**src/rtl/led_pkg.sv**
```systemverilog
// Shared LED-bank types and constants for the board LED driver.
// Latency: n/a (types and constants only).
// Backpressure: n/a.
package led_pkg;

  localparam int LED_COUNT = 8;

  typedef logic [LED_COUNT-1:0] led_vec_t;

  localparam led_vec_t LED_ALL_ON  = 8'hFF;
  localparam led_vec_t LED_ALL_OFF = 8'h00;

  // Width of a counter that must hold 0..max_val, never narrower than 1 bit.
  function automatic int cnt_width(input int max_val);
    return (max_val > 0) ? $clog2(max_val + 1) : 1;
  endfunction

endpackage

```
**src/rtl/led_pwm.sv**
```systemverilog
// Free-running PWM counter with a fixed duty compare for global LED brightness.
// Latency: on is combinational from the registered counter; counter steps once per clock while en=1.
// Backpressure: none; counter is held at 0 while en=0.
//
// Ports:
//   clk - system clock, rising edge
//   rst - asynchronous active-high reset
//   en  - run enable; counter held at 0 while low
//   on  - PWM on-phase indicator
module led_pwm
  import led_pkg::*;
#(
  parameter int PWM_BITS = 8,
  parameter int DUTY     = 255
) (
  input  logic clk,
  input  logic rst,
  input  logic en,
  output logic on
);

  localparam int CNT_MAX = (1 << PWM_BITS) - 1;

  // Degenerate duties are resolved at elaboration so the compare never sees them.
  localparam bit ALWAYS_OFF = (DUTY <= 0);
  localparam bit ALWAYS_ON  = (DUTY >= CNT_MAX);
  localparam logic [PWM_BITS-1:0] DUTY_V = PWM_BITS'(DUTY);

  if (PWM_BITS < 1 || PWM_BITS > 16) begin : g_bad_pwm_bits
    $fatal(1, "led_pwm: PWM_BITS=%0d outside 1..16", PWM_BITS);
  end

  if (DUTY > CNT_MAX) begin : g_duty_clip
    $warning("led_pwm: DUTY=%0d exceeds counter max %0d, treated as always on", DUTY, CNT_MAX);
  end

  logic [PWM_BITS-1:0] cnt_q, cnt_d;

  always_comb begin
    cnt_d = en ? (cnt_q + PWM_BITS'(1)) : '0;
  end

  always_ff @(posedge clk or posedge rst) begin
    if (rst) begin
      cnt_q <= '0;
    end else begin
      cnt_q <= cnt_d;
    end
  end

  always_comb begin
    if (ALWAYS_OFF) begin
      on = 1'b0;
    end else if (ALWAYS_ON) begin
      on = 1'b1;
    end else begin
      on = (cnt_q < DUTY_V);
    end
  end

endmodule

```
**src/rtl/led_on.sv**
```systemverilog
// Board LED driver: startup blanking, then a fixed on-pattern gated by global PWM.
// Latency: led first shows PATTERN at edge STARTUP_CYCLES+1 after reset release (edge 1 if no blanking).
// Backpressure: none; free-running output straight to the LED pins.
//
// Ports:
//   clk - system clock, rising edge
//   rst - asynchronous active-high reset; forces led to 0 immediately
//   led - registered active-high LED drive, led[i] = LEDi
module led_on
  import led_pkg::*;
#(
  parameter logic [7:0] PATTERN        = LED_ALL_ON,
  parameter int         PWM_BITS       = 8,
  parameter int         DUTY           = 255,
  parameter int         STARTUP_CYCLES = 4
) (
  input  logic                 clk,
  input  logic                 rst,
  output logic [LED_COUNT-1:0] led
);

  localparam int SW = cnt_width(STARTUP_CYCLES);
  localparam logic [SW-1:0] START_MAX = SW'(STARTUP_CYCLES);

  logic [SW-1:0] start_cnt_q, start_cnt_d;
  logic          enable_q, enable_d;
  logic          run;
  logic          pwm_on;
  led_vec_t      led_q, led_d;

  // Startup counter saturates at START_MAX; enable latches the first time it gets there.
  always_comb begin
    start_cnt_d = (start_cnt_q == START_MAX) ? start_cnt_q : (start_cnt_q + SW'(1));
    enable_d    = enable_q | (start_cnt_d == START_MAX);
  end

  // With no blanking the bank must light on the very first edge, which the
  // registered flag (cleared by reset) cannot provide, so bypass it.
  assign run = enable_q | (STARTUP_CYCLES == 0);

  always_comb begin
    led_d = (run && pwm_on) ? PATTERN : LED_ALL_OFF;
  end

  always_ff @(posedge clk or posedge rst) begin
    if (rst) begin
      start_cnt_q <= '0;
      enable_q    <= 1'b0;
      led_q       <= LED_ALL_OFF;
    end else begin
      start_cnt_q <= start_cnt_d;
      enable_q    <= enable_d;
      led_q       <= led_d;
    end
  end

  led_pwm #(
    .PWM_BITS (PWM_BITS),
    .DUTY     (DUTY)
  ) u_pwm (
    .clk (clk),
    .rst (rst),
    .en  (run),
    .on  (pwm_on)
  );

  assign led = led_q;

endmodule

```
**config.mk**
```make
export PLATFORM = sky130hd
export DESIGN_NAME = led_on
export DESIGN_NICKNAME = d
export VERILOG_FILES = /design/src/rtl/led_pkg.sv /design/src/rtl/led_pwm.sv /design/src/rtl/led_on.sv
export SDC_FILE = /design/constraint.sdc
export NUM_CORES = 1
export LEC_CHECK = 0
export BUFFER_PORTS_ARGS = -buffer_cell sky130_fd_sc_hd__buf_4
export CORE_AREA = 3 3 40 42
export DETAILED_ROUTE_END_ITERATION = 16
export DIE_AREA = 0 0 43 45
export HOLD_SLACK_MARGIN = 0.03
export SETUP_SLACK_MARGIN = 0.5
export SLEW_MARGIN = 40
export SYNTH_ARGS = -nofsm -noshare
export SYNTH_HDL_FRONTEND = slang
export SYNTH_SLANG_ARGS = --single-unit
```
**constraint.sdc**
```tcl
create_clock -name clk -period 2.5 [get_ports clk]
set_input_delay 0.5 -clock clk [delete_from_list [all_inputs] [get_ports clk]]
set_output_delay 0.5 -clock clk [all_outputs]
set_load 0.005 [all_outputs]
```
==> summary by stage <==
Logic synthesis
The share of the Yosys chip area taken by registers is 0.4386. Summing every instance area after synthesis gives 285.3 um2. The cell count after synthesis came out at 28. Counting every net in the synthesized netlist gives 32. In this run, synthesis produced a sequential element count of 5. The count of warnings emitted by yosys is 0. The simple-gate portion of the synthesized area is 0.1447. Of the total synthesized cell area, the portion taken by XOR and XNOR cells is 0.03070. Of the total synthesized cell area, the portion taken by full adders, half adders and majority gates is 0.08772.

The number of different library cells used by synthesis comes to 13. The main combinational cell family by area after synthesis is buffers and inverters. The area fraction in compound gates after synthesis is 0.07456.

The post-synthesis area per instance is 10.19 um2. The mux share of post-synthesis cell area is 0.

Worst setup path
The worst setup path is of the flop to flop kind. The endpoint of the worst-slack reg-to-reg timing path is enable_q. The largest single stage delay on the critical path is ~0.38 ns. For the worst flop-to-flop path, the logic depth is 4. The critical path goes through inv_1 -> ha_1 -> or3b_1 -> a311oi_1. Of all nets on the critical path, the largest fanout is 4. Data arrives at the worst endpoint at 1.53 ns. The worst setup path is captured at a flop. The worst setup path is launched from a flop. The required time at the endpoint of the critical path is 2.64 ns. The number of buffers and inverters on the critical path is 1. The family of cells with the greatest summed delay on the critical path is flip-flops. The register-to-register setup slack is 1.11 ns.

In this run the critical register-to-register path is launched from start_cnt_q[0]. The slowest cell on the critical path is sky130_fd_sc_hd__dfrtp_1.

Clock network
The TritonCTS clock tree is built. The number of sinks on the clock net is 5. Once the clock tree was built, the setup fixing pass inserted 0 buffers. The number of instances resized during post-cts repair is 0. The maximum buffer depth of the clock tree is 2.

The TritonCTS buffer count is 3. The worst-skew pair later-pin latency is about 0.24 ns. The clock root buffer is sky130_fd_sc_hd__clkbuf_4. The post-CTS clock slew at the launch and capture registers of the worst setup and hold paths is 0.04 ns. The H-tree depth is 1. The number of hold buffers added after cts is 0.

Global routing
The via count of the first global-routing pass was 187. The combined global-route utilization of all metal layers is 0.05858. Entering global routing, the biggest net connects 9 pins. The first global-routing pass estimated between 700 and 800 um of wire. Global routing finished with a remaining overflow of 0. The number of antenna violations at the first check in global routing is 0.

Timing
Setup violations remaining at the end of the flow were counted as 0. Measured against its own limit, the worst slew margin works out to 0.8553. For the pin with the worst max-slew slack, the measured transition is approximately 0.22 ns. The time the final worst path needs with I/O delays and setup is around 1.4 ns.

The final number of hold-violating endpoints is 0. The portion of the clock cycle consumed by the worst path in the final layout is 0.5567. Setup repair after global routing left no endpoint under its margin. The clock arrives with 0.002575 ns of skew. The fmax is 718.5 MHz. The final max-slew violation count is 0. In the final timing run, aggregate negative setup slack is 0 ns.

Place
Buffers placed on the I/O ports in this run total 9. The number of placed instances, taps included is 45. The area after detailed placement is 319.1 um2. Routability-driven placement finished with a final weighted congestion of 0.7570. The HPWL reported at the end of detailed placement is 330.5 um.

Die
The number of standard-cell rows in the floorplan is 13. The boundary pin count is 10. The initial core utilization is 0.2220. The core footprint is 1285 um2.

The overall die width is about 43 um. The die is about 45 um tall. The die covers 1935 um2.

Detailed routing
In the routed design, unresolved DRC markers number 0. For this run, the detailed router's first-pass iteration total came to 2. The number of vias in the routed layout is about 190. For this block, the initial DRC count from the detailed router was 2. Using the TritonRoute via totals, the vias-per-cell ratio works out to 3.796. In this run the remaining antenna-violating nets after routing total 0. The per-cell routed wire length is roughly 9 um. Wires add up to ~440 um.

Cells and area
The number of fillers in the final layout is 130. Measured on the finished design, the core utilization comes to 0.2687. The number of standard cells in the layout, taps in and fillers out is 49. The final layout contains 39 nets. The area growth from synthesis to layout is 21.05%.

In the final layout, the share of cells above drive strength 1 is 0.3529. Summing all non-filler instances in the final layout gives an area of 345.3 um2. The antenna diode count is 0.

Power and ir drop
The highest ir drop seen on vdd is 229.5 uV. The ratio of total power to cell area is a little over 500 nW/um2. The leakage power figure is 0.0001547 uW.

Run
The tool flagged a number of max-cap violations equal to 0.

Run status
The run finished with clean final reports.

Min path
The type of the tightest min-delay check is input port to async pin.
## through the flow
stage / hold slack, ns / total power, uW / setup WS (ns)
detailed placement: 0.4199 / 85.35 / 1.113
finish: 0.1651 / 173.8 / 1.108
CTS: 0.1638 / 180.6 / 1.081
global route: 0.1749 / 189.5 / 1.016
global placement: 0.4165 / 85.28 / 1.164
floorplan: 0.2785 / 83.72 / 1.204
## area by class of cell
class	count	area [um2]	area share
timing repair buffer	9	67.56	0.1957
multi-input combinational	13	96.34	0.2790
inverter	3	11.26	0.03261
clock buffer	4	26.28	0.07609
tap	15	18.77	0.05435
sequential	5	125.1	0.3623
## registers in the layout, indices dropped and copies added (netlist names)
name / count
led: 1
enable_q: 1
start_cnt_q: 3
## cells by family (layout without fill, tap and decap cells)
logic type,count (synthesis),after routing
buf+inv,10,16
compound gates,3,3
simple gates,7,7
flops,5,5
fa+ha+maj,2,2
xor+xnor,1,1
## synth_stat cells
master,n,area [um2]
sky130_fd_sc_hd__nor2_1,1,3.750
sky130_fd_sc_hd__a211oi_1,1,7.510
sky130_fd_sc_hd__buf_4,7,52.55
sky130_fd_sc_hd__nor2b_1,3,18.77
sky130_fd_sc_hd__nand2_1,1,3.750
sky130_fd_sc_hd__dfrtp_1,5,125.1
sky130_fd_sc_hd__xnor2_1,1,8.760
sky130_fd_sc_hd__ha_1,2,25.02
sky130_fd_sc_hd__a311oi_1,1,8.760
sky130_fd_sc_hd__nand2b_1,1,6.260
sky130_fd_sc_hd__or3b_1,1,8.760
sky130_fd_sc_hd__a21oi_1,1,5.000
sky130_fd_sc_hd__inv_1,3,11.26
## power by group
group          internal (uW)  switching, uW  total, uW  leakage (uW)
sequential              81.3              0       81.3     0.0000542
combinational           1.09           1.70       2.79     0.0000855
clock                   60.1           29.6       89.7     0.0000150
## metal layers
layer  track usage  routed length [um]  vias to the layer above
met5             0                   0                        -
met1       0.04156                 183                       80
li1              -                   -                       96
met2       0.09281                 189                       10
met3       0.06375                  69                        0
met4       0.03614                   0                        0
## cell usage in the layout, fill, tap and decap left out
cell,synthesis,final
sky130_fd_sc_hd__clkbuf_1,0,1
sky130_fd_sc_hd__clkbuf_4,0,3
sky130_fd_sc_hd__a211oi_1,1,1
sky130_fd_sc_hd__nand2b_1,1,1
sky130_fd_sc_hd__dfrtp_1,5,5
sky130_fd_sc_hd__a311oi_1,1,1
sky130_fd_sc_hd__or3b_1,1,1
sky130_fd_sc_hd__a21oi_1,1,1
sky130_fd_sc_hd__inv_1,3,3
sky130_fd_sc_hd__xnor2_1,1,1
sky130_fd_sc_hd__nor2_1,1,1
sky130_fd_sc_hd__nand2_1,1,1
sky130_fd_sc_hd__nor2b_1,3,3
sky130_fd_sc_hd__buf_4,7,9
sky130_fd_sc_hd__ha_1,2,2
## worst max-delay path by stage
stage | from | endpoint | slack, ns | cells past startpoint
3_3_place_gp | start_cnt_q[0] | enable_q | 1.16 | 4
5_1_grt | start_cnt_q[0] | enable_q | 1.02 | 4
2_1_floorplan | start_cnt_q[0] | enable_q | 1.20 | 4
6_report | start_cnt_q[0] | enable_q | 1.11 | 4
4_1_cts | start_cnt_q[0] | enable_q | 1.08 | 4
3_5_place_dp | start_cnt_q[0] | enable_q | 1.11 | 4
No activity file was read; power rests on OpenSTA's default activity.
